`config.mk`:
```
export PLATFORM = sky130hd
export DESIGN_NAME = fanout_fork_fifo
export DESIGN_NICKNAME = d
export VERILOG_FILES = /design/src/rtl/fanout_fork_fifo_pkg.sv /design/src/rtl/fanout_done_reduce.sv /design/src/rtl/fanout_fork_fifo.sv
export SDC_FILE = /design/constraint.sdc
export NUM_CORES = 1
export LEC_CHECK = 0
export ABC_CLOCK_PERIOD_IN_PS = 2250
export CAP_MARGIN = 20
export CORE_MARGIN = 3
export CORE_UTILIZATION = 40
export CTS_BUF_LIST = sky130_fd_sc_hd__clkbuf_4 sky130_fd_sc_hd__clkbuf_8
export CTS_CLUSTER_DIAMETER = 100
export DETAILED_ROUTE_END_ITERATION = 7
export PLACE_DENSITY = 0.69
export REMOVE_ABC_BUFFERS = 1
export SLEW_MARGIN = 20
export SYNTH_ARGS = -nofsm -noshare
export SYNTH_HDL_FRONTEND = slang
export SYNTH_HIERARCHICAL = 1
export SYNTH_SLANG_ARGS = --single-unit
```
`constraint.sdc`:
```
create_clock -name clk -period 2.25 [get_ports clk]
set_input_delay 0.225 -clock clk [delete_from_list [all_inputs] [get_ports clk]]
set_output_delay 0.225 -clock clk [all_outputs]
set_load 0.01 [all_outputs]
```
`src/rtl/fanout_fork_fifo_pkg.sv`:
```
// rtl/fanout_fork_fifo_pkg.sv - shared constants and types for the fanout fork FIFO
// Purpose: default payload width and branch count, FIFO depth and the
//          occupancy count type used by fanout_fork_fifo.
package fanout_fork_fifo_pkg;
  localparam int DEF_WIDTH   = 17;  // 16 data bits plus 1 control bit
  localparam int DEF_NUM_OUT = 9;   // fanout branches, legal 1..16
  localparam int FIFO_DEPTH  = 2;

  typedef logic [1:0] count_t;      // occupancy 0..2
endpackage

```
`src/rtl/fanout_done_reduce.sv`:
```
// rtl/fanout_done_reduce.sv - combinational merge of per-branch completion
// Purpose: a branch is satisfied when disabled, already accepted, or
//          accepting this cycle; all_done is the AND across branches.
// Ports:
//   en       - per-branch enable
//   done     - per-branch accepted-this-entry flags
//   ready    - per-branch downstream ready
//   all_done - every branch satisfied, head may pop
module fanout_done_reduce #(
  parameter int N = 9
) (
  input  logic [N-1:0] en,
  input  logic [N-1:0] done,
  input  logic [N-1:0] ready,
  output logic         all_done
);
  assign all_done = &(~en | done | ready);
endmodule

```
`src/rtl/fanout_fork_fifo.sv`:
```
// rtl/fanout_fork_fifo.sv - 2-entry FIFO whose head is broadcast to N branches
// Purpose: buffers upstream payloads and holds the head until every enabled
//          branch has accepted it once, then pops.
// Ports:
//   clk, rst_n          - clock, asynchronous active-low reset
//   clk_en              - global enable; low holds all state, gates valid/ready
//   flush               - synchronous clear of contents and accept state
//   in_data/valid/ready - upstream handshake
//   branch_en           - per-branch enable
//   out_data            - head entry shared by all branches
//   out_valid/out_ready - per-branch handshake
//   all_done            - all branches satisfied for the head
module fanout_fork_fifo
  import fanout_fork_fifo_pkg::*;
#(
  parameter int WIDTH   = DEF_WIDTH,
  parameter int NUM_OUT = DEF_NUM_OUT
) (
  input  logic               clk,
  input  logic               rst_n,
  input  logic               clk_en,
  input  logic               flush,
  input  logic [WIDTH-1:0]   in_data,
  input  logic               in_valid,
  output logic               in_ready,
  input  logic [NUM_OUT-1:0] branch_en,
  output logic [WIDTH-1:0]   out_data,
  output logic [NUM_OUT-1:0] out_valid,
  input  logic [NUM_OUT-1:0] out_ready,
  output logic               all_done
);
  logic [WIDTH-1:0]   r_mem [FIFO_DEPTH];
  logic               r_wr_ptr;
  logic               r_rd_ptr;
  count_t             r_count;
  logic [NUM_OUT-1:0] r_done;

  logic               w_not_empty;
  logic               w_push;
  logic               w_pop;
  logic [NUM_OUT-1:0] w_accept;
  logic               w_all_done;

  fanout_done_reduce #(.N(NUM_OUT)) u_done_reduce (
    .en       (branch_en),
    .done     (r_done),
    .ready    (out_ready),
    .all_done (w_all_done)
  );

  assign w_not_empty = (r_count != count_t'(0));
  // Depends only on occupancy, so out_ready never reaches in_ready.
  assign in_ready    = clk_en & (r_count != count_t'(FIFO_DEPTH));
  assign w_push      = in_valid & in_ready;
  assign w_pop       = clk_en & w_not_empty & w_all_done;
  assign out_data    = r_mem[r_rd_ptr];
  assign out_valid   = {NUM_OUT{clk_en & w_not_empty}} & branch_en & ~r_done;
  assign w_accept    = out_valid & out_ready;
  assign all_done    = w_all_done;

  // Payload storage is deliberately not reset.
  always_ff @(posedge clk) begin
    if (w_push && !flush) begin
      r_mem[r_wr_ptr] <= in_data;
    end
  end

  always_ff @(posedge clk or negedge rst_n) begin
    if (!rst_n) begin
      r_wr_ptr <= 1'b0;
      r_rd_ptr <= 1'b0;
      r_count  <= count_t'(0);
      r_done   <= '0;
    end else if (clk_en) begin
      if (flush) begin
        r_wr_ptr <= 1'b0;
        r_rd_ptr <= 1'b0;
        r_count  <= count_t'(0);
        r_done   <= '0;
      end else begin
        if (w_push) r_wr_ptr <= ~r_wr_ptr;
        if (w_pop)  r_rd_ptr <= ~r_rd_ptr;
        case ({w_push, w_pop})
          2'b10:   r_count <= r_count + count_t'(1);
          2'b01:   r_count <= r_count - count_t'(1);
          default: r_count <= r_count;
        endcase
        // A pop starts a fresh entry, so accept history is discarded.
        r_done <= w_pop ? '0 : (r_done | w_accept);
      end
    end
  end
endmodule

```
# Word-level counts from Yosys, hierarchy flattened
# Memory sizes are Yosys's and may differ from the RTL's.
# Index checks and enable logic that the tools add are counted.
dict set report op_classes {
  add_sub_neg 2
  eq_ne 3
  mux 10
  bitwise 14
  reduce_logical 10
}
# operator n
set op_table {}
lappend op_table {{$and A9 B9 Y9} 3}
lappend op_table {{$or A9 B9 Y9} 3}
lappend op_table {{$mux W9} 2}
lappend op_table {{$not A9 Y9} 2}
lappend op_table {{$reduce_and A9 Y1} 1}
lappend op_table {{$mux W1} 6}
lappend op_table {{$reduce_and A2 Y1} 3}
lappend op_table {{$reduce_bool A2 Y1} 3}
lappend op_table {{$and A1 B1 Y1} 4}
lappend op_table {{$pmux W2 S2} 1}
lappend op_table {{$reduce_bool A3 Y1} 1}
lappend op_table {{$add A2 B1 Y2 const B} 1}
lappend op_table {{$eq A2 B1 Y1 const B} 1}
lappend op_table {{$eq A2 B2 Y1 const B} 1}
lappend op_table {{$mux W2} 1}
lappend op_table {{$ne A2 B2 Y1 const B} 1}
lappend op_table {{$not A1 Y1} 2}
lappend op_table {{$sub A2 B1 Y2 const B} 1}
lappend op_table {{$logic_and A1 B1 Y1} 1}
lappend op_table {{$logic_not A1 Y1} 1}
dict set report totals {
  ff_bits 13
  ram_bits 34
  in_bits 40
  output_inout_bits 28
  wordCells 44
  memories 1
}
# name words width read_ports rd_clocked_by_memory_dff write_ports line
set memory_table {}
lappend memory_table {r_mem 2 17 1 0 1 fanout_fork_fifo.sv:32} ;# logic [WIDTH-1:0] r_mem [FIFO_DEPTH];

# Logic depth before layout (Yosys ltp)
dict set report depth {
  ltp_word 8
  depth_mapped 7
  ltp_nobuf 7
}

# Modules after synthesis
# The synthesis kept the hierarchy.
# mod n_inst cells_each area_each_um2 seq_area_each_um2
set by_module_without_submodules {}
lappend by_module_without_submodules {fanout_fork_fifo 1 132 1900.6 1346.3}
lappend by_module_without_submodules {fanout_done_reduce 1 13 81.3 0.0}

# Worst setup path before layout
# No wires, ideal clock.
dict set report synth_timing {
  path_kind {reg2reg}
  startpoint {register r_count[0]}
  endpoint {memory r_mem[1][0] (netlist name), enable pin}
  setup_ps 391
  arrival_ps 1456
  required_time_ps 1859
  setup_slack_ps 403
  path_stages_with_launch 4
  n_path_buf 0
  period_less_slack_ps 1847
  cell_sequence {dfrtp_1 -> nand2b_1 -> nand3_1 -> nor2_1}
}
dict set report synth_between {
  elab_chain_cells 6
}
# item line
set synth_rtl {}
lappend synth_rtl {{from (decl)} fanout_fork_fifo.sv:35} ;# count_t r_count;
lappend synth_rtl {{from (signal assigned)} fanout_fork_fifo.sv:72} ;# r_count <= count_t'(0);
lappend synth_rtl {{from (signal assigned)} fanout_fork_fifo.sv:78} ;# r_count <= count_t'(0);
lappend synth_rtl {{from (signal assigned)} fanout_fork_fifo.sv:84} ;# 2'b10: r_count <= r_count + count_t'(1);
lappend synth_rtl {{$ne A2 B2 Y1} fanout_fork_fifo.sv:53} ;# assign in_ready = clk_en & (r_count != count_t'(FIFO_DEPTH));
lappend synth_rtl {{$and A1 B1 Y1} fanout_fork_fifo.sv:53}
lappend synth_rtl {{$and A1 B1 Y1} fanout_fork_fifo.sv:54} ;# assign w_push = in_valid & in_ready;
lappend synth_rtl {{$logic_and A1 B1 Y1} fanout_fork_fifo.sv:63} ;# if (w_push && !flush) begin
lappend synth_rtl {{$mux W1} fanout_fork_fifo.sv:63}
lappend synth_rtl {{$mux W1 (not written as such)} fanout_fork_fifo.sv:64} ;# r_mem[r_wr_ptr] <= in_data;
lappend synth_rtl {{to (decl)} fanout_fork_fifo.sv:32}
# Every way passes these cells.

# Worst setup path in the final report
dict set report layout_timing {
  startpoint {input port branch_en[6]}
  endpoint {output port all_done}
}
dict set report layout_between {
  elab_chain_cells 4
}
# item line
set layout_rtl {}
lappend layout_rtl {{from (decl)} fanout_fork_fifo.sv:26} ;# input logic [NUM_OUT-1:0] branch_en,
lappend layout_rtl {{$not A9 Y9} fanout_done_reduce.sv:17} ;# assign all_done = &(~en | done | ready);
lappend layout_rtl {{$or A9 B9 Y9 (2 in a row)} fanout_done_reduce.sv:17}
lappend layout_rtl {{$reduce_and A9 Y1} fanout_done_reduce.sv:17}
lappend layout_rtl {{to (decl)} fanout_fork_fifo.sv:30} ;# output logic all_done
# Every way passes these cells.

==> out/results.txt <==
r2r setup slk - 0.46 ns
worst hold slack - 0.324 ns
number of flops mapped to enable cells by yosys - 34
layout cell share with drive strength beyond 1 - 0.194
H-tree lvl count - 2
synth cell count leaders - 34 x edfxtp_1, 25 x nor2_1, 17 x mux2_2, 13 x dfrtp_1
min cycle time layout - 2.19 ns
global route overflow - 0
relative slew slack - 0.574
Arr. time, crit path - 1.97 ns
# DRC - 0
clk_skew - 0.00381 ns
io pins - 68
CP required - 2.03 ns
gr busiest metal - met2
final setup fails - 0
Iteration-0 DRC Markers - 56
Crit-path slowest cell - clkdlybuf4s50_1
final core occ - 0.644
Reg-to-Reg Start - r_done[4]
GR Layer Usage met3 - 0.0449
Via density - 5.00
Hold Violations, Final - 0
Setup crit end kind - output pin
final max-slew violation count - 0
CP Cell Sequence - clkdlybuf4s50_1 -> nor3b_1 -> nor4_1 -> and3_1 -> clkdlybuf4s50_1
Die Wd - 76.4 um
pwr/cell area - 744 nW/um^2
FFs w/ async S/R, synth - 0.277
hpwl dp - 3150 um
Yosys top cell area share - 0.515
Seq cells post-synth - 47
synthesis-to-layout area growth - 48.4%
vias in the first global route - 1529
CP max FO - 3
fillers - 347
most frequent cell after synthesis - edfxtp_1
Clock transition at path regs - 0.08 ns
DP Worst Slack - 0.104 ns
vias - 1486
Hold-fix buffers, CTS - 0
CTS sink cnt - 47
status - completed
FF-to-FF path depth - 8
most used cell, CP - clkdlybuf4s50_1
distinct cell type count after synthesis - 29
Wirelength per Cell - 14.5 um
buffers plus inverters on the worst setup path - 2
Final Cycle Share - 0.975
1st-pass router iterations - 5
PortBufs - 67
MaxCap Viol Count - 0
largest net degree at the start of global routing - 18
final wirelength - 4320 um
die area - 5840 sq um
syn_area_per_cell - 13.7 sq um
met1 Usage GRT - 0.169
ys flop type - edfxtp_1
setup TNS - 0 ns
Die Y - 76.4 um
Max Freq - 0.456 GHz
Initial Util - 0.434
global-route wire length before repair - 7020 um
core area - 4560 sq um
area leader, netlist - edfxtp_1
CTS max path bufs - 2
Placed Area - 2830 sq um
Area contributors post-synth - edfxtp_1 52%, dfrtp_1 16%, mux2_2 9.7%
GRT met2 Usage - 0.275
Worst Setup Start Kind - input port
Global Route Usage Sum - 0.152
cell area after synthesis - 1980 sq um
RR Endpoint - r_rd_ptr
Hold Crit Class - input port to async pin
ANT nets after route - 0
GP Congestion - 0.747
num rows - 24
Setup WS post-layout - 0.0564 ns
worst-skew pair later-pin latency - 0.29 ns
worst slew pin tran - 0.637 ns
root buf cell - clkbuf_8
CTS tree - built
Synth Instances - 145
antenna violations before repair - 0
static leakage power - 1.09 nW
maximum vdd drop - 319 uV
yosys synthesis warning count - 6
Final #Nets - 271
Top Family by Delay on Critical Path - buffers and inverters
sequential share of the synthesized area - 0.679
Antenna diodes - 0
Crit Path Class - input port to output pin
post-route cell area - 2940 sq um
slowest stage delay, CP - 0.55 ns
TritonCTS Buffers - 5
[report_power, final]
group / total, mW / internal [mW] / switching (mW)
logic: 0.626 / 0.365 / 0.261
clock network: 0.498 / 0.231 / 0.267
registers: 1.07 / 1.01 / 0.0599
[stage by stage]
stage                     power, mW  cells
after global placement         1.67    286
after global routing           2.31    297
after CTS                      2.20    294
final                          2.19    297
after detailed placement       1.69    286
after floorplan                1.36    142
[worst reg2reg max path, stage by stage, from the launching register on]
cell	delay, ns
dfrtp_1	0.39
nor3b_1	0.07
nor4_1	0.35
and3_1	0.24
buf_4	0.16
o21ai_2	0.07
a21oi_4	0.17
o21ai_0	0.10
nor2b_1	0.13
[cells in the final DEF (no fill, tap or decap), types with 2 or more instances in the layout]
master,n
clkdlybuf4s50_1,67
edfxtp_1,34
nor2_1,25
mux2_2,17
buf_4,13
dfrtp_1,12
nand2_1,10
a31oi_1,10
clkbuf_8,5
nor3b_1,5
o21ai_0,4
inv_1,3
a21oi_1,3
nand2b_1,2
buf_12,2
[worst max path at each step]
| stage | from | end | slack [ns] | cells past startpoint |
|---|---|---|---|---|
| CTS | r_count[1] | out_valid[4] | 0.08 | 5 |
| detailed placement | branch_en[6] | all_done | 0.10 | 5 |
| finish | branch_en[6] | all_done | 0.06 | 5 |
| floorplan | r_count[0] | r_mem[1][0] | 0.40 | 3 |
| global placement | branch_en[6] | all_done | 0.14 | 5 |
| global route | r_count[0] | out_valid[7] | -0.009 | 5 |
[registers in the layout (all words and copies together), names as in the netlist]
register and count:
r_wr_ptr 1, r_mem 34, r_done 9, r_rd_ptr 1, r_count 2
[area by class of cell]
type	instances	area [sq um]	area share
timing repair buffer	82	808	0.275
clock inverter	2	13.8	0.00468
sequential	47	1350	0.458
inverter	3	11.3	0.00383
multi-input combinational	92	603	0.205
clock buffer	6	76.3	0.0259
tap	65	81.3	0.0276
[routing by layer]
| layer | part of all wire | up-vias | wire, um |
|---|---|---|---|
| met5 | 0 | - | 0 |
| met2 | 0.52 | 68 | 2230 |
| met3 | 0.072 | 2 | 309 |
| met4 | 0.0039 | 0 | 17 |
| met1 | 0.41 | 708 | 1770 |
| li1 | - | 708 | - |
[what timing repair did]
item / in CTS / in global routing
resized for setup: 0 / 1
endpoints found under the setup margin: 0 / 7
setup buffers: 0 / 3
[logic make-up after synthesis]
| logic type | synth area share |
|---|---|
| AOI/OAI and AO/OA | 0.0827 |
| buffers and inverters | 0.0164 |
| DFF | 0.679 |
| muxes | 0.102 |
| and+or+nand+nor | 0.120 |
Power figures use the tool's default switching activity.
